===== src/rtl/morse_receiver.sv =====
// morse_receiver: decodes a keyed Morse line into ASCII characters.
//
// The line is synchronized and then timed in clock cycles. A mark is a dot when
// it is shorter than 2 units and a dash otherwise. A gap of 2 units ends the
// character, and a gap of 5 units ends the word. Characters go out through a
// one-entry valid/ready register. A word gap emits 0x20.
//
// Parameters:
//   UNIT_CYCLES   - clock cycles per Morse unit (>= 2)
//   CNT_W         - duration counter width, must hold 7*UNIT_CYCLES
//   GLITCH_CYCLES - stability window of the optional input glitch filter
//
// Ports:
//   CLK        in   system clock, rising edge
//   Reset      in   synchronous active-high reset
//   morse_in   in   asynchronous keyed line, 1 = mark
//   char_ready in   consumer accepts char_data while char_valid=1
//   char_data  out  ASCII code of the decoded character
//   char_valid out  char_data valid, held until accepted
//   overrun    out  sticky: a character was dropped because the register was full
//
// Build option: define MORSE_GLITCH_FILTER_EN to ignore line pulses shorter
// than GLITCH_CYCLES. This adds GLITCH_CYCLES cycles of latency.

module morse_receiver #(
    parameter int UNIT_CYCLES   = 16,
    parameter int CNT_W         = 8,
    parameter int GLITCH_CYCLES = 3
) (
    input  logic       CLK,
    input  logic       Reset,
    input  logic       morse_in,
    input  logic       char_ready,
    output logic [7:0] char_data,
    output logic       char_valid,
    output logic       overrun
);

    localparam logic [1:0] IDLE      = 2'd0;
    localparam logic [1:0] MARK      = 2'd1;
    localparam logic [1:0] SPACE     = 2'd2;
    localparam logic [1:0] WORD_WAIT = 2'd3;

    localparam logic [CNT_W-1:0] DASH_MIN = CNT_W'(2 * UNIT_CYCLES);
    localparam logic [CNT_W-1:0] CHAR_GAP = CNT_W'(2 * UNIT_CYCLES);
    localparam logic [CNT_W-1:0] WORD_GAP = CNT_W'(5 * UNIT_CYCLES);
    localparam logic [CNT_W-1:0] CNT_MAX  = CNT_W'(7 * UNIT_CYCLES);
    localparam logic [CNT_W-1:0] CNT_ONE  = CNT_W'(1);

    // Two-flop synchronizer on the asynchronous line
    logic sync1, sync2;
    logic line_s;

    always_ff @(posedge CLK) begin
        if (Reset) begin
            sync1 <= 1'b0;
            sync2 <= 1'b0;
        end else begin
            sync1 <= morse_in;
            sync2 <= sync1;
        end
    end

`ifdef MORSE_GLITCH_FILTER_EN
    localparam int GW = $clog2(GLITCH_CYCLES + 1);

    logic          line_f;
    logic [GW-1:0] glitch_cnt;

    // line_f follows sync2 only after sync2 has differed from it for
    // GLITCH_CYCLES consecutive cycles
    always_ff @(posedge CLK) begin
        if (Reset) begin
            line_f     <= 1'b0;
            glitch_cnt <= '0;
        end else if (sync2 == line_f) begin
            glitch_cnt <= '0;
        end else if (glitch_cnt == GW'(GLITCH_CYCLES - 1)) begin
            line_f     <= sync2;
            glitch_cnt <= '0;
        end else begin
            glitch_cnt <= glitch_cnt + GW'(1);
        end
    end

    assign line_s = line_f;
`else
    logic unused_glitch_cycles;
    assign unused_glitch_cycles = ^GLITCH_CYCLES;
    assign line_s = sync2;
`endif

    logic [1:0]       state, state_d;
    logic [CNT_W-1:0] cnt, cnt_d, cnt_inc;
    logic [5:0]       sym, sym_d;
    logic [2:0]       len, len_d;
    logic             emit;
    logic [7:0]       emit_code;
    logic [7:0]       dec;

    assign cnt_inc = (cnt == CNT_MAX) ? cnt : cnt + CNT_ONE;

    // ITU table. The first symbol received is the MSB of the len valid bits.
    always_comb begin
        dec = 8'h3F;
        case (len)
            3'd1: dec = sym[0] ? 8'h54 : 8'h45;
            3'd2: begin
                case (sym[1:0])
                    2'b00:   dec = 8'h49;
                    2'b01:   dec = 8'h41;
                    2'b10:   dec = 8'h4E;
                    default: dec = 8'h4D;
                endcase
            end
            3'd3: begin
                case (sym[2:0])
                    3'b000:  dec = 8'h53;
                    3'b001:  dec = 8'h55;
                    3'b010:  dec = 8'h52;
                    3'b011:  dec = 8'h57;
                    3'b100:  dec = 8'h44;
                    3'b101:  dec = 8'h4B;
                    3'b110:  dec = 8'h47;
                    default: dec = 8'h4F;
                endcase
            end
            3'd4: begin
                case (sym[3:0])
                    4'b0000: dec = 8'h48;
                    4'b0001: dec = 8'h56;
                    4'b0010: dec = 8'h46;
                    4'b0100: dec = 8'h4C;
                    4'b0110: dec = 8'h50;
                    4'b0111: dec = 8'h4A;
                    4'b1000: dec = 8'h42;
                    4'b1001: dec = 8'h58;
                    4'b1010: dec = 8'h43;
                    4'b1011: dec = 8'h59;
                    4'b1100: dec = 8'h5A;
                    4'b1101: dec = 8'h51;
                    default: dec = 8'h3F;
                endcase
            end
            3'd5: begin
                case (sym[4:0])
                    5'b01111: dec = 8'h31;
                    5'b00111: dec = 8'h32;
                    5'b00011: dec = 8'h33;
                    5'b00001: dec = 8'h34;
                    5'b00000: dec = 8'h35;
                    5'b10000: dec = 8'h36;
                    5'b11000: dec = 8'h37;
                    5'b11100: dec = 8'h38;
                    5'b11110: dec = 8'h39;
                    5'b11111: dec = 8'h30;
                    default:  dec = 8'h3F;
                endcase
            end
            default: dec = 8'h3F;
        endcase
    end

    always_comb begin
        state_d   = state;
        cnt_d     = cnt;
        sym_d     = sym;
        len_d     = len;
        emit      = 1'b0;
        emit_code = dec;
        case (state)
            IDLE: begin
                if (line_s) begin
                    cnt_d   = CNT_ONE;
                    state_d = MARK;
                end
            end
            MARK: begin
                if (line_s) begin
                    cnt_d = cnt_inc;
                end else begin
                    sym_d   = {sym[4:0], cnt >= DASH_MIN};
                    len_d   = (len == 3'd7) ? len : len + 3'd1;
                    cnt_d   = CNT_ONE;
                    state_d = SPACE;
                end
            end
            SPACE: begin
                if (cnt >= CHAR_GAP) begin
                    emit      = 1'b1;
                    emit_code = dec;
                    sym_d     = '0;
                    len_d     = '0;
                    // A mark starting in the emit cycle is not lost
                    if (line_s) begin
                        cnt_d   = CNT_ONE;
                        state_d = MARK;
                    end else begin
                        cnt_d   = cnt_inc;
                        state_d = WORD_WAIT;
                    end
                end else if (line_s) begin
                    cnt_d   = CNT_ONE;
                    state_d = MARK;
                end else begin
                    cnt_d = cnt_inc;
                end
            end
            default: begin
                if (cnt >= WORD_GAP) begin
                    emit      = 1'b1;
                    emit_code = 8'h20;
                    if (line_s) begin
                        cnt_d   = CNT_ONE;
                        state_d = MARK;
                    end else begin
                        cnt_d   = '0;
                        state_d = IDLE;
                    end
                end else if (line_s) begin
                    cnt_d   = CNT_ONE;
                    state_d = MARK;
                end else begin
                    cnt_d = cnt_inc;
                end
            end
        endcase
    end

    always_ff @(posedge CLK) begin
        if (Reset) begin
            state <= IDLE;
            cnt   <= '0;
            sym   <= '0;
            len   <= '0;
        end else begin
            state <= state_d;
            cnt   <= cnt_d;
            sym   <= sym_d;
            len   <= len_d;
        end
    end

    // One-entry output register. An emit may replace a code that is
    // transferring in the same cycle. Otherwise a full register drops it.
    always_ff @(posedge CLK) begin
        if (Reset) begin
            char_data  <= 8'h00;
            char_valid <= 1'b0;
            overrun    <= 1'b0;
        end else if (emit) begin
            if (!char_valid || char_ready) begin
                char_data  <= emit_code;
                char_valid <= 1'b1;
            end else begin
                overrun <= 1'b1;
            end
        end else if (char_valid && char_ready) begin
            char_valid <= 1'b0;
        end
    end

endmodule

===== config.mk =====
export PLATFORM = sky130hd
export DESIGN_NAME = morse_receiver
export DESIGN_NICKNAME = d
export VERILOG_FILES = /design/src/rtl/morse_receiver.sv
export SDC_FILE = /design/constraint.sdc
export NUM_CORES = 1
export LEC_CHECK = 0
export ABC_AREA = 1
export BUFFER_PORTS_ARGS = -buffer_cell sky130_fd_sc_hd__buf_2
export CAP_MARGIN = 20
export CORE_MARGIN = 2
export CORE_UTILIZATION = 65
export CTS_BUF_LIST = sky130_fd_sc_hd__clkbuf_8
export CTS_CLUSTER_SIZE = 8
export DETAILED_ROUTE_END_ITERATION = 8
export MAX_ROUTING_LAYER = met4
export PLACE_DENSITY = 0.84
export SLEW_MARGIN = 20
export SYNTH_ARGS = -nofsm -noshare
export SYNTH_HDL_FRONTEND = slang
export SYNTH_SLANG_ARGS = --single-unit

===== constraint.sdc =====
create_clock -name CLK -period 3.5 [get_ports CLK]
set_clock_uncertainty 0.15 [all_clocks]
set_input_delay 0.525 -clock CLK [delete_from_list [all_inputs] [get_ports CLK]]
set_output_delay 0.525 -clock CLK [all_outputs]
set_load 0.02 [all_outputs]

* Word level (Yosys, flattened, before mapping)
Memories as Yosys holds them, arrays and structs flattened. A register that Yosys moved wholly into a read port is not among the register bits. Index checks and enable logic that the tools add are counted.
Cells by class: add/sub/neg operators 2, order comparisons 2, equal/unequal tests 22, muxes and demuxes 37, bitwise operators 1, reductions and logical operators 15
Operators with widths (count):
- 2-to-1 mux 8 bit | 7
- case mux 8 bit (5 select lines) | 1
- case mux 5 bit (7 select lines) | 1
- 2-to-1 mux 5 bit | 5
- case mux 8 bit (3 select lines) | 1
- == test 3 bit, second input constant | 6
- == test 3 x 2 -> 1 bit, second input constant | 4
- case mux 4 bit (3 select lines) | 1
- 2-to-1 mux 2 bit | 5
- case mux 5 bit (2 select lines) | 1
- 2-to-1 mux 3 bit | 3
- adder 8 x 1 -> 8 bit, second input constant | 1
- == test 8 x 7 -> 1 bit, second input constant | 1
- >= comparator 8 x 6 -> 1 bit, second input constant | 1
- >= comparator 8 x 7 -> 1 bit, second input constant | 1
- 2-to-1 mux 4 bit | 2
- inequality test 2 bit, second input constant | 4
- 2-to-1 mux 1 bit | 7
- == test 3 x 1 -> 1 bit, second input constant | 2
- case mux 2 bit (3 select lines) | 1
- case mux 3 bit (2 select lines) | 1
- AND reduction 2 bit | 3
- == test 2 x 1 -> 1 bit, second input constant | 2
- == test 2 bit, second input constant | 2
- 14 further kinds | 16
Word-level totals: register bits 30, memory bits (read-only) 240, bits of input ports 4, output and inout port bits 10, logic and storage cells 90, memories 2
Memory list:
- (no name shown) | depth 32, width 4, read ports 1, clocked after Yosys merged registers in 1, write ports 0, line 146 | case (sym[4:0])
- (no name shown) | depth 16, width 7, read ports 1, clocked after Yosys merged registers in 1, write ports 0, line 129 | case (sym[3:0])

* Depth between registers and ports, before layout
Gate-level depths: netlist of run 1.
depth after elaboration 5, mapped depth 14, mapped depth without buffers 13

* Worst setup path after synthesis of run 1
No wires, ideal clock.
path type register to register, start reg cnt[6], end reg with a tool-made name, library setup time 0.123 ns, data arrival time 1.777 ns, required time 3.227 ns, slack 1.449 ns, stages on the path, launching flop included 14, buffers on the path 1, period minus slack after synthesis 2.051 ns, cell sequence dfxtp_1 buf_6 nor2_4 nand2_4 nand2_8 nand2_2 nor2_2 nor2_4 nor2_4 inv_2 ha_1 nand3b_1 o21ai_0 nand3_1
RTL lines:
- start, declared | line 94 | logic [CNT_W-1:0] cnt, cnt_d, cnt_inc;
- start signal, assigned | line 238 | cnt <= cnt_d;

==> load_flow_metrics.sql, run 1 <==
INSERT INTO impl_metrics (metric_group, metric, value, unit) VALUES
('sta', 'maxSlewViolCount', '0', ''),
('pwr', 'total_leakage_power', '1.17', 'nW'),
('status', 'status', 'completed', ''),
('routing', 'drt_pre_antenna_iters', '4', ''),
('synthesis', 'post_synth.cell_area_avg', '7.23', 'sq um'),
('min_path', 'hold_class', 'reg2reg', ''),
('flow_run', 'cap_viol_max_count', '0', ''),
('cells_and_area', 'drive_above_1_share', '16.9', '%'),
('synthesis', 'synth-simple-area-share', '33.2', '%'),
('global_routing', 'largest_net_degree_at_the_start_of_global_routing', '21', ''),
('cells_and_area', 'fillCellCount', '278', ''),
('sta', 'timing.max_slew.rel_slack', '62.0', '%'),
('cells_and_area', 'area_growth', '7.21', '%'),
('synthesis', 'synth_top_area_share', '33.7', '%'),
('global_routing', 'globalRouteOverflowTotal', '0', ''),
('pwr', 'finalPower', '0.839', 'mW'),
('routing', 'drt_first_iter_violations', '189', ''),
('synthesis', 'yosys.area_share.adder', '7.89', '%'),
('clocking', 'worst_setup_hold_path_clk_slew', '0.07', 'ns'),
('clocking', 'number_of_buffers_inserted_by_post_cts_setup_repair', '0', ''),
('synthesis', 'synth_enable_flop_cells', '0', ''),
('routing', 'viasPerCell', '5.46', ''),
('setup_path', 'timing.setup.critical_path_class', 'reg2reg', ''),
('global_routing', 'grt_first_pass_wirelength', '8700', 'um'),
('clocking', 'ctsRootBufferMaster', 'sky130_fd_sc_hd__clkbuf_8', ''),
('cells_and_area', 'insertedDiodeCount', '0', ''),
('die', 'fp.dieArea', '4160', 'sq um'),
('synthesis', 'synth-xor-area-share', '0.737', '%'),
('die', 'io_pins', '14', ''),
('synthesis', 'synth_most_common_cell', 'sky130_fd_sc_hd__nand2_1', ''),
('synthesis', 'synth.largest_area_cell', 'sky130_fd_sc_hd__dfxtp_1', ''),
('setup_path', 'cp_slowest_cell', 'sky130_fd_sc_hd__dfxtp_1', ''),
('synthesis', 'post_synth_main_area_contributors', 'sky130_fd_sc_hd__dfxtp_1 (34%), sky130_fd_sc_hd__nand2_1 (12%), sky130_fd_sc_hd__ha_1 (7.9%), sky130_fd_sc_hd__inv_1 (6.9%), sky130_fd_sc_hd__a21oi_1 (4.6%)', ''),
('setup_path', 'worst_path_dominant_cell_family', 'simple AND/OR/NAND/NOR gates', ''),
('clocking', 'tritoncts_clock_tree', 'yes', ''),
('synthesis', 'compound_gate_portion_of_the_synthesized_area', '13.9', '%'),
('sta', 'max_freq', '0.426', 'GHz'),
('routing', 'antenna_left', '0', ''),
('sta', 'finalWorstPathRequiredPeriod', '2.35', 'ns'),
('die', 'floorplan.die.width', '64.5', 'um'),
('synthesis', 'ys.warnings.count', '0', ''),
('synthesis', 'ys_ff_latch', '40', ''),
('clocking', 'cts_repair_resize_count', '0', ''),
('setup_path', 'critPathMaxFanout', '8', ''),
('clocking', 'ctsLongestPathBuffers', '2', ''),
('sta', 'worst-slew-pin-transition', '0.569', 'ns'),
('placed_design', 'gp_congestion', '0.962', ''),
('setup_path', 'critical_path_max_stage_delay', '0.53', 'ns'),
('sta', 'layout_worst_path_cycle_share', '67.1', '%'),
('synthesis', 'syn_area', '2380', 'sq um'),
('clocking', 'number_of_cts_inserted_buffers', '5', ''),
('placed_design', 'dpl.hpwl', '3690', 'um'),
('routing', 'avgRoutedWirePerCell', '13.0', 'um'),
('global_routing', 'first_global_vias', '1938', ''),
('sta', 'rsz_0062_raised_after_global_routing', 'false', ''),
('synthesis', 'netlist-cell-type-count', '38', ''),
('sta', 'final-setup-viol-count', '0', ''),
('clocking', 'deepest_level_of_the_cts_h_tree', '2', ''),
('die', 'core.rowCount', '21', ''),
('setup_path', 'path_buf_inv', '2', ''),
('synthesis', 'synth_top_family_by_area', 'simple AND/OR/NAND/NOR gates', ''),
('setup_path', 'cp-start-kind', 'flop', ''),
('setup_path', 'worstSetupEndpointType', 'flop', ''),
('setup_path', 'worst-endpoint-required', '3.53', 'ns'),
('sta', 'finalHoldViolations', '0', ''),
('routing', 'postRouteWirelength', '5050', 'um'),
('synthesis', 'asyncSetResetFlopFracSynth', '0', '%'),
('clocking', 'clk_latency', '0.29', 'ns'),
('synthesis', 'number_of_standard_cells_after_synthesis', '329', ''),
('setup_path', 'crit_chain', 'inv_2, nor2_2, nand2_4, nor2_2, nor2_4, nor2_4, inv_2, ha_1, nand3b_1, o21ai_0, nand3_1', ''),
('routing', 'detailroute.via_count', '2124', '');
==> layout by cell type (no fill, tap or decap), types with 2 or more instances in the layout <==
cell type	count
sky130_fd_sc_hd__a211oi_1	3
sky130_fd_sc_hd__a21oi_1	22
sky130_fd_sc_hd__a21oi_2	2
sky130_fd_sc_hd__a31oi_1	2
sky130_fd_sc_hd__buf_2	12
sky130_fd_sc_hd__clkbuf_8	6
sky130_fd_sc_hd__clkinv_2	2
sky130_fd_sc_hd__dfxtp_1	40
sky130_fd_sc_hd__ha_1	15
sky130_fd_sc_hd__inv_1	44
sky130_fd_sc_hd__inv_2	7
sky130_fd_sc_hd__inv_6	2
sky130_fd_sc_hd__nand2_1	77
sky130_fd_sc_hd__nand2_2	5
sky130_fd_sc_hd__nand2_4	6
sky130_fd_sc_hd__nand3_1	18
sky130_fd_sc_hd__nand3_2	3
sky130_fd_sc_hd__nand4_1	11
sky130_fd_sc_hd__nor2_1	23
sky130_fd_sc_hd__nor2_2	4
sky130_fd_sc_hd__nor2_4	4
sky130_fd_sc_hd__o211ai_1	3
sky130_fd_sc_hd__o21a_1	2
sky130_fd_sc_hd__o21ai_0	11
sky130_fd_sc_hd__o21ai_1	7
==> worst paths after layout <==
check,cells past startpoint,slack [ns],end,start
max reg2reg,11,1.15,flop,state[0]
min reg2reg,2,0.26,line_s,sync1
max,11,1.15,flop,state[0]
min,2,0.26,line_s,sync1
==> worst register-to-register path: stages (launching register included) <==
cell and delay [ns]:
sky130_fd_sc_hd__dfxtp_1 0.53, sky130_fd_sc_hd__inv_2 0.08, sky130_fd_sc_hd__nor2_2 0.16, sky130_fd_sc_hd__nand2_4 0.11, sky130_fd_sc_hd__nor2_2 0.16, sky130_fd_sc_hd__nor2_4 0.08, sky130_fd_sc_hd__nor2_4 0.15, sky130_fd_sc_hd__inv_2 0.08
sky130_fd_sc_hd__ha_1 0.30, sky130_fd_sc_hd__nand3b_1 0.18, sky130_fd_sc_hd__o21ai_0 0.17, sky130_fd_sc_hd__nand3_1 0.08
==> cell type report <==
cell class	instances	area, sq um	share of cell area [%]
inverter	53	209	8.20
clock inverter	2	10.0	0.393
timing repair buffer	12	60.1	2.36
clock buffer	6	82.6	3.24
sequential	40	801	31.4
tap	46	57.6	2.26
multi-input combinational	230	1330	52.1
==> per-layer routing <==
metal	routed length [um]	share of wire [%]	global-route usage (%)
met5	0	0	-
met4	82	1.6	11.4
met3	324	6.4	5.90
met2	2390	47	45.3
met1	2260	45	34.0
==> metrics by stage <==
| stage | cell area [sq um] | worst slack [ns] | cells | hold WS [ns] | utilization [%] |
|---|---|---|---|---|---|
| 5_1_grt | 2550 | 0.952 | 389 | 0.283 | 74.6 |
| 3_3_place_gp | 2460 | 0.921 | 381 | 0.242 | 71.9 |
| 6_report | 2550 | 1.15 | 389 | 0.257 | 74.6 |
| 4_1_cts | 2550 | 1.15 | 389 | 0.255 | 74.6 |
| 2_1_floorplan | 2380 | 1.45 | 329 | 0.238 | - |
| 3_5_place_dp | 2460 | 0.859 | 381 | 0.245 | 71.9 |
==> power by group <==
group | internal (mW) | switching (mW) | leakage (nW) | total [mW]
Clock | 0.157 | 0.156 | 0.0510 | 0.314
Combinational | 0.0170 | 0.0401 | 0.791 | 0.0571
Sequential | 0.462 | 0.00623 | 0.324 | 0.469
Total | 0.637 | 0.203 | 1.17 | 0.839
==> logic make-up (layout without fill, tap and decap cells) <==
| family | count (synthesis) | count (layout) |
|---|---|---|
| buffers and inverters | 59 | 73 |
| and+or+nand+nor | 156 | 156 |
| other | 1 | 1 |
| DFF | 40 | 40 |
| xor gates and xnor gates | 2 | 2 |
| AOI/OAI and AO/OA | 56 | 56 |
| adders and majority gates | 15 | 15 |
Power figures use the tool's default switching activity.
==> run 2, diff against run 1 <==
--- a/config.mk
+++ b/config.mk
@@ -5,16 +5,16 @@
 export SDC_FILE = /design/constraint.sdc
 export NUM_CORES = 1
 export LEC_CHECK = 0
-export ABC_AREA = 1
+export ABC_AREA = 0
 export BUFFER_PORTS_ARGS = -buffer_cell sky130_fd_sc_hd__buf_2
 export CAP_MARGIN = 20
 export CORE_MARGIN = 2
-export CORE_UTILIZATION = 65
+export CORE_UTILIZATION = 57
 export CTS_BUF_LIST = sky130_fd_sc_hd__clkbuf_8
 export CTS_CLUSTER_SIZE = 8
 export DETAILED_ROUTE_END_ITERATION = 8
 export MAX_ROUTING_LAYER = met4
-export PLACE_DENSITY = 0.84
+export PLACE_DENSITY = 0.78
 export SLEW_MARGIN = 20
 export SYNTH_ARGS = -nofsm -noshare
 export SYNTH_HDL_FRONTEND = slang
==> constraint.sdc (replaced) <==
create_clock -name CLK -period 2 [get_ports CLK]
set_clock_uncertainty 0.15 [all_clocks]
set_input_delay 0.3 -clock CLK [delete_from_list [all_inputs] [get_ports CLK]]
set_output_delay 0.3 -clock CLK [all_outputs]
set_load 0.02 [all_outputs]
==> run 2 against run 1 <==
  * The flow now finishes with violations (setup timing)
  * Critical path depth decreased by 5
  * Register-to-register slack worse by 1.2 ns
  * Global-route usage fell by 3.5 points
  * First-iteration DRC count fell by 11%
  * Count of clock-buffer cells in the layout decreased by 1
  * Die area rose by 11%
  * Cell count is 6.7% lower
  * Largest cell class unchanged
  * Worst setup slack lost 1.2 ns
==> load_flow_metrics.sql, run 2 <==
INSERT INTO impl_metrics (metric_group, metric, value, unit) VALUES
('setup_path', 'crit_chain', 'or3b_4, or3_4, o31a_4, ha_4, mux2_2, o21ai_1', ''),
('cells_and_area', 'final_area', '2830', 'sq um'),
('pwr', 'total_leakage_power', '1.11', 'nW'),
('global_routing', 'globalRouteOverflowTotal', '0', ''),
('synthesis', 'ys_ff_latch', '40', ''),
('clocking', 'clk_latency', '0.29', 'ns'),
('setup_path', 'path_buf_inv', '0', ''),
('routing', 'drt_first_iter_violations', '169', ''),
('cells_and_area', 'fin_nets', '331', ''),
('flow_run', 'cap_viol_max_count', '0', ''),
('routing', 'drt_pre_antenna_iters', '4', ''),
('synthesis', 'number_of_standard_cells_after_synthesis', '283', ''),
('setup_path', 'critPathMaxFanout', '6', ''),
('placed_design', 'gp_congestion', '0.853', ''),
('routing', 'route.top_layer_used', 'met4', ''),
('min_path', 'hold_class', 'in2reg', ''),
('synthesis', 'synth.largest_area_cell', 'sky130_fd_sc_hd__dfxtp_1', ''),
('synthesis', 'syn_area', '2330', 'sq um'),
('clocking', 'ctsLongestPathBuffers', '2', ''),
('die', 'floorplan.die.width', '68.0', 'um'),
('placed_design', 'pre_cts_ws', '-0.0795', 'ns'),
('routing', 'antenna_left', '0', ''),
('cells_and_area', 'layout.cells.most_common', 'sky130_fd_sc_hd__dfxtp_1', ''),
('routing', 'met2WireLength', '2290', 'um'),
('placed_design', 'dpl.hpwl', '3750', 'um'),
('placed_design', 'dpl_cell_area', '2650', 'sq um'),
('setup_path', 'worstSetupStartpoint', 'line_s', ''),
('pwr', 'finalPower', '1.59', 'mW'),
('cells_and_area', 'area_growth', '21.4', '%'),
('min_path', 'hold_path_depth', '2', ''),
('synthesis', 'ys.warnings.count', '0', ''),
('synthesis', 'synth.yosys.seq_area_share', '34.4', '%'),
('clocking', 'number_of_cts_inserted_buffers', '5', ''),
('global_routing', 'grt_util_all_layers', '24.4', '%'),
('synthesis', 'synth.top_cells.by_count', 'sky130_fd_sc_hd__dfxtp_1 (40), sky130_fd_sc_hd__a21oi_1 (25), sky130_fd_sc_hd__nor2_1 (24), sky130_fd_sc_hd__nand2_1 (19)', ''),
('routing', 'viasPerCell', '5.79', ''),
('die', 'io_pins', '14', ''),
('global_routing', 'grt_antenna_before_repair', '0', ''),
('die', 'initial_utilization', '58.7', '%'),
('cells_and_area', 'drive_above_1_share', '25.6', '%'),
('setup_path', 'cp_slowest_cell', 'sky130_fd_sc_hd__or3b_4', ''),
('setup_path', 'timing.setup.critical_path_class', 'reg2reg', ''),
('setup_path', 'reg2regPathDepth', '6', ''),
('setup_path', 'worstSetupEndpointType', 'flop', ''),
('routing', 'drc', '0', ''),
('setup_path', 'worst-endpoint-required', '2.08', 'ns'),
('synthesis', 'synth_most_common_cell', 'sky130_fd_sc_hd__dfxtp_1', ''),
('die', 'fp.dieArea', '4620', 'sq um'),
('cells_and_area', 'final_cell_count_no_fill', '363', ''),
('synthesis', 'post_synth_main_area_contributors', 'sky130_fd_sc_hd__dfxtp_1 (34%), sky130_fd_sc_hd__ha_1 (8.1%), sky130_fd_sc_hd__a21oi_1 (5.4%), sky130_fd_sc_hd__nor2_1 (3.9%), sky130_fd_sc_hd__o21ai_0 (3.2%)', ''),
('sta', 'finalWorstPathRequiredPeriod', '2.06', 'ns'),
('synthesis', 'postSynthNetCount', '302', ''),
('setup_path', 'critical_path_max_stage_delay', '0.41', 'ns'),
('sta', 'max_freq', '0.486', 'GHz'),
('clocking', 'ctsRootBufferMaster', 'sky130_fd_sc_hd__clkbuf_8', ''),
('synthesis', 'asyncSetResetFlopFracSynth', '0', '%'),
('routing', 'm1WireLength', '2440', 'um'),
('die', 'die_height', '68.0', 'um'),
('cells_and_area', 'layout.cells.most_common_list', 'sky130_fd_sc_hd__dfxtp_1 (36), sky130_fd_sc_hd__buf_4 (28), sky130_fd_sc_hd__nor2_1 (23), sky130_fd_sc_hd__a21oi_1 (23), sky130_fd_sc_hd__nand2_1 (19)', ''),
('min_path', 'hold_path_startpoint', 'morse_in', ''),
('setup_path', 'r2r_setup_slack', '-0.06', 'ns'),
('min_path', 'whs_endpoint', 'sync1', ''),
('sta', 'layout_worst_path_cycle_share', '103', '%'),
('routing', 'avgRoutedWirePerCell', '14.0', 'um'),
('global_routing', 'first_global_vias', '1813', ''),
('sta', 'maxSlewViolCount', '0', ''),
('synthesis', 'synth_top_area_share', '34.4', '%'),
('setup_path', 'critical_path_arrival', '2.13', 'ns'),
('synthesis', 'synth-main-ff-cell', 'sky130_fd_sc_hd__dfxtp_1', ''),
('sta', 'rsz_0062_raised_after_global_routing', 'true', ''),
('clocking', 'cts_sinks', '40', ''),
('clocking', 'worst_setup_hold_path_clk_slew', '0.08', 'ns'),
('setup_path', 'cp-start-kind', 'flop', ''),
('setup_path', 'timing.rr.start', 'line_s', ''),
('clocking', 'tritoncts_clock_tree', 'yes', ''),
('clocking', 'deepest_level_of_the_cts_h_tree', '2', ''),
('global_routing', 'grt_first_pass_wirelength', '8220', 'um'),
('synthesis', 'synth_enable_flop_cells', '0', ''),
('placed_design', 'place_inst', '354', ''),
('pwr', 'power-per-cell-area', '561', 'nW/um^2'),
('routing', 'postRouteWirelength', '5070', 'um'),
('global_routing', 'largest_net_degree_at_the_start_of_global_routing', '25', ''),
('status', 'status', 'finished, violations left', ''),
('sta', 'final-setup-viol-count', '4', ''),
('sta', 'finalHoldViolations', '0', ''),
('routing', 'met3WireLength', '258', 'um'),
('placed_design', 'placement.io_buffers', '12', ''),
('cells_and_area', 'fillCellCount', '306', ''),
('setup_path', 'worst_path_dominant_cell_family', 'simple AND/OR/NAND/NOR gates', ''),
('pwr', 'ir_drop', '0.000389', 'V'),
('sta', 'setup_ws', '-0.0556', 'ns'),
('synthesis', 'post_synth.cell_area_avg', '8.24', 'sq um'),
('sta', 'worst-slew-pin-transition', '0.658', 'ns'),
('status', 'violations_in_the_final_reports', 'setup timing', ''),
('routing', 'detailroute.via_count', '2101', ''),
('sta', 'timing.max_slew.rel_slack', '55.8', '%'),
('synthesis', 'netlist-cell-type-count', '52', ''),
('cells_and_area', 'insertedDiodeCount', '0', ''),
('die', 'placeableCoreArea', '3970', 'sq um'),
('die', 'core.rowCount', '23', '');
run 2: layer usage:
layer	global-route usage, %	up-vias
li1	-	1071
met1	32.2	963
met2	36.8	59
met3	5.59	8
met4	8.25	0
met5	-	-
run 2: where the power goes:
part           total [mW]  switching (mW)  internal (mW)
Clock               0.651           0.282          0.369
Combinational       0.123          0.0689         0.0542
Sequential          0.814         0.00764          0.807
Total                1.59           0.358           1.23
run 2: kinds of logic (layout without fill, tap and decap cells):
logic type                 Yosys count  in the layout  share of synthesized area [%]
and+or+nand+nor                     95             95                           21.4
AOI/OAI and AO/OA                   88             88                           25.1
DFF                                 40             40                           34.4
buffers and inverters               34             64                           6.71
adders and majority gates           16             16                           8.48
muxes                                7              7                           3.06
xor gates and xnor gates             2              2                          0.752
other                                1              1                          0.161
run 2: area by class of cell:
| cell class | count | area (sq um) | area share [%] |
|---|---|---|---|
| clock buffer | 5 | 68.8 | 2.43 |
| sequential | 40 | 806 | 28.5 |
| inverter | 15 | 60.1 | 2.12 |
| multi-input combinational | 209 | 1500 | 53.0 |
| clock inverter | 3 | 42.5 | 1.50 |
| timing repair buffer | 41 | 290 | 10.3 |
| tap | 50 | 62.6 | 2.21 |
run 2: worst max path at each step:
stage | slack (ns) | cells after the start | endpoint
6_report | -0.06 | 6 | flop
3_5_place_dp | -0.08 | 8 | flop
3_3_place_gp | -0.03 | 6 | flop
4_1_cts | -0.06 | 6 | flop
2_1_floorplan | -0.17 | 8 | flop
5_1_grt | -0.14 | 9 | flop
run 2: per-stage QoR:
step / utilization (%) / setup TNS [ns] / hold WS [ns]
global placement: 66.7 / -0.0628 / 0.271
finish: 71.3 / -0.139 / 0.0705
global route: 71.3 / -0.693 / 0.0899
detailed placement: 66.7 / -0.259 / 0.279
floorplan: - / -0.979 / 0.264
CTS: 70.2 / -0.143 / 0.0630
run 2: what timing repair did:
item                                    4_1_cts  5_1_grt
pin swaps                                     2        2
endpoints found under the setup margin        7       16
hold buffers                                  0        0
buffers inserted                              0        1
endpoints found under the hold margin         0        0
resized for setup                             5       10
gates cloned                                  0        0
==> run 3, diff against run 2 <==
--- a/config.mk
+++ b/config.mk
@@ -7,12 +7,13 @@
 export LEC_CHECK = 0
 export ABC_AREA = 0
 export BUFFER_PORTS_ARGS = -buffer_cell sky130_fd_sc_hd__buf_2
-export CAP_MARGIN = 20
+export CORE_ASPECT_RATIO = 1.4
 export CORE_MARGIN = 2
 export CORE_UTILIZATION = 57
 export CTS_BUF_LIST = sky130_fd_sc_hd__clkbuf_8
 export CTS_CLUSTER_SIZE = 8
 export DETAILED_ROUTE_END_ITERATION = 8
+export GPL_TIMING_DRIVEN = 0
 export MAX_ROUTING_LAYER = met4
 export PLACE_DENSITY = 0.78
 export SLEW_MARGIN = 20
==> run 3 against run 2 <==
  * The run still ends with setup timing left
  * Maximum frequency decreased by 5.4%
  * Wire length grew 21%
  * First-iteration DRC count is 22% higher
  * Cell count is 1.1% lower
  * Clock power rose by 5.7%
  * Critical path type unchanged
  * Sequential share of layout area down 0.73 points
  * Largest cell class unchanged
  * Worst setup slack got worse by 0.12 ns
  * Design area up 3.8%
  * Critical path depth is the same
  * Global-route usage grew 2.2 points
==> load_flow_metrics.sql, run 3 (synthesis results as in run 2) <==
INSERT INTO impl_metrics (metric_group, metric, value, unit) VALUES
('cells_and_area', 'layout.cells.most_common', 'sky130_fd_sc_hd__dfxtp_1', ''),
('die', 'initial_utilization', '59.5', '%'),
('routing', 'avgRoutedWirePerCell', '17.1', 'um'),
('routing', 'viasPerCell', '6.24', ''),
('pwr', 'total_leakage_power', '1.13', 'nW'),
('min_path', 'hold_class', 'in2reg', ''),
('min_path', 'whs_endpoint', 'sync1', ''),
('clocking', 'worst_setup_hold_path_clk_slew', '0.08', 'ns'),
('cells_and_area', 'drive_above_1_share', '29.4', '%'),
('sta', 'finalHoldViolations', '0', ''),
('flow_run', 'cap_viol_max_count', '0', ''),
('sta', 'maxSlewViolCount', '0', ''),
('global_routing', 'first_global_vias', '2046', ''),
('setup_path', 'critical_path_arrival', '2.26', 'ns'),
('placed_design', 'dpl_cell_area', '2520', 'sq um'),
('routing', 'drc', '0', ''),
('cells_and_area', 'finish.utilization', '74.9', '%'),
('setup_path', 'r2r_setup_slack', '-0.17', 'ns'),
('clocking', 'deepest_level_of_the_cts_h_tree', '2', ''),
('min_path', 'hold_path_startpoint', 'morse_in', ''),
('placed_design', 'placement.io_buffers', '12', ''),
('cells_and_area', 'final_cell_count_no_fill', '359', ''),
('pwr', 'power-per-cell-area', '555', 'nW/um^2'),
('sta', 'timing.hold.ws', '0.0531', 'ns'),
('global_routing', 'grt_first_pass_wirelength', '9260', 'um'),
('status', 'status', 'finished, violations left', ''),
('global_routing', 'grt_util_all_layers', '26.6', '%'),
('min_path', 'hold_path_depth', '2', ''),
('sta', 'worst-slew-pin-transition', '0.577', 'ns'),
('setup_path', 'timing.setup.critical_path_class', 'reg2reg', ''),
('die', 'io_pins', '14', ''),
('sta', 'rsz_0062_raised_after_global_routing', 'true', ''),
('routing', 'detailroute.via_count', '2241', ''),
('sta', 'setup_ws', '-0.173', 'ns'),
('cells_and_area', 'final_area', '2940', 'sq um'),
('die', 'fp.dieArea', '4620', 'sq um'),
('placed_design', 'dpl.hpwl', '3920', 'um'),
('cells_and_area', 'seqCellArea', '815', 'sq um'),
('routing', 'postRouteWirelength', '6140', 'um'),
('setup_path', 'reg2regPathDepth', '6', ''),
('setup_path', 'critPathMaxFanout', '6', ''),
('clocking', 'tritoncts_clock_tree', 'yes', ''),
('clocking', 'ctsRootBufferMaster', 'sky130_fd_sc_hd__clkbuf_8', ''),
('setup_path', 'worstSetupEndpointType', 'flop', ''),
('sta', 'layout_worst_path_cycle_share', '109', '%'),
('clocking', 'cts_sinks', '40', ''),
('setup_path', 'worst-endpoint-required', '2.09', 'ns'),
('routing', 'antenna_left', '0', ''),
('global_routing', 'globalRouteOverflowTotal', '0', ''),
('clocking', 'ctsLongestPathBuffers', '2', ''),
('clocking', 'clk_latency', '0.31', 'ns'),
('die', 'floorplan.die.width', '58.0', 'um'),
('cells_and_area', 'multiInputGateArea', '1590', 'sq um'),
('placed_design', 'gp_congestion', '0.867', ''),
('sta', 'final-setup-viol-count', '11', ''),
('clocking', 'number_of_cts_inserted_buffers', '5', ''),
('sta', 'max_freq', '0.460', 'GHz'),
('sta', 'finalWorstPathRequiredPeriod', '2.17', 'ns'),
('routing', 'drt_first_iter_violations', '206', ''),
('cells_and_area', 'layout.cells.most_common_list', 'sky130_fd_sc_hd__dfxtp_1 (35), sky130_fd_sc_hd__nor2_1 (22), sky130_fd_sc_hd__a21oi_1 (22)', ''),
('cells_and_area', 'insertedDiodeCount', '0', ''),
('cells_and_area', 'fillCellCount', '283', ''),
('cells_and_area', 'fin_nets', '334', ''),
('die', 'die_height', '79.7', 'um'),
('routing', 'drt_pre_antenna_iters', '4', ''),
('pwr', 'ir_drop', '0.000515', 'V'),
('cells_and_area', 'area_growth', '26.0', '%'),
('setup_path', 'cp-start-kind', 'flop', ''),
('sta', 'timing.max_slew.rel_slack', '61.2', '%'),
('placed_design', 'place_inst', '338', ''),
('setup_path', 'timing.rr.start', 'state[0]', ''),
('die', 'placeableCoreArea', '3920', 'sq um'),
('status', 'violations_in_the_final_reports', 'setup timing', ''),
('global_routing', 'largest_net_degree_at_the_start_of_global_routing', '15', ''),
('die', 'core.rowCount', '27', ''),
('global_routing', 'grt_antenna_before_repair', '0', '');
run 3: cell types whose count changed in the layout (fill, tap and decap cells not counted), moves of 4 or more:
cell	previous run	this run
sky130_fd_sc_hd__buf_4	28	17
sky130_fd_sc_hd__o21ai_0	13	7
sky130_fd_sc_hd__buf_6	0	4
sky130_fd_sc_hd__o21ai_1	3	8
sky130_fd_sc_hd__clkbuf_1	0	4
run 3: power breakdown:
part	internal [mW]	switching (mW)	total [mW]
clock	0.376	0.312	0.688
sequential	0.803	0.00750	0.810
combinational	0.0542	0.0761	0.130
total	1.23	0.396	1.63
run 3: per-stage QoR:
| step | power, mW | setup slack, ns | TNS [ns] |
|---|---|---|---|
| final | 1.63 | -0.173 | -1.29 |
| after floorplan | 0.916 | -0.173 | -0.979 |
| after global placement | 0.940 | -0.423 | -3.03 |
| after global routing | 1.68 | -0.223 | -1.95 |
| after detailed placement | 0.942 | -0.427 | -3.32 |
| after CTS | 1.62 | -0.197 | -1.15 |
run 3: routing by layer:
| layer | GRT usage (%) | up-vias | part of all wire, % |
|---|---|---|---|
| met1 | 27.9 | 1078 | 37 |
| li1 | - | 1076 | - |
| met2 | 48.0 | 66 | 55 |
| met3 | 4.70 | 21 | 4.1 |
| met5 | - | - | 0 |
| met4 | 11.4 | 0 | 3.6 |
run 3: cell type report:
type / count / area share (%)
Multi-Input combinational cell: 209 / 54.2
Sequential cell: 40 / 27.7
Timing Repair Buffer: 30 / 6.82
Buffer: 14 / 3.07
Clock buffer: 5 / 2.34
Inverter: 15 / 2.34
Tap cell: 43 / 1.83
Clock inverter: 3 / 1.62
run 3: worst max path at each step:
stage | start | end | slack [ns] | cells past startpoint
6_report | state[0] | flop | -0.17 | 6
5_1_grt | cnt[5] | flop | -0.22 | 10
4_1_cts | state[0] | flop | -0.20 | 7
3_5_place_dp | cnt[5] | flop | -0.43 | 10
3_3_place_gp | cnt[5] | flop | -0.42 | 10
2_1_floorplan | state[1] | flop | -0.17 | 8
run 3: critical path, cell delays in order, from the launching register on:
cell	delay (ns)
sky130_fd_sc_hd__dfxtp_4	0.36
sky130_fd_sc_hd__or3b_4	0.42
sky130_fd_sc_hd__or3_4	0.36
sky130_fd_sc_hd__o31a_4	0.17
sky130_fd_sc_hd__ha_4	0.28
sky130_fd_sc_hd__mux2_4	0.27
sky130_fd_sc_hd__o21ai_2	0.11
run 3: what timing repair did:
item,in CTS,in global routing
pin swaps,9,10
endpoints found under the hold margin,0,0
hold buffers,0,0
cloned,0,1
resized for setup,27,36
endpoints found under the setup margin,15,22
buffers inserted,8,9
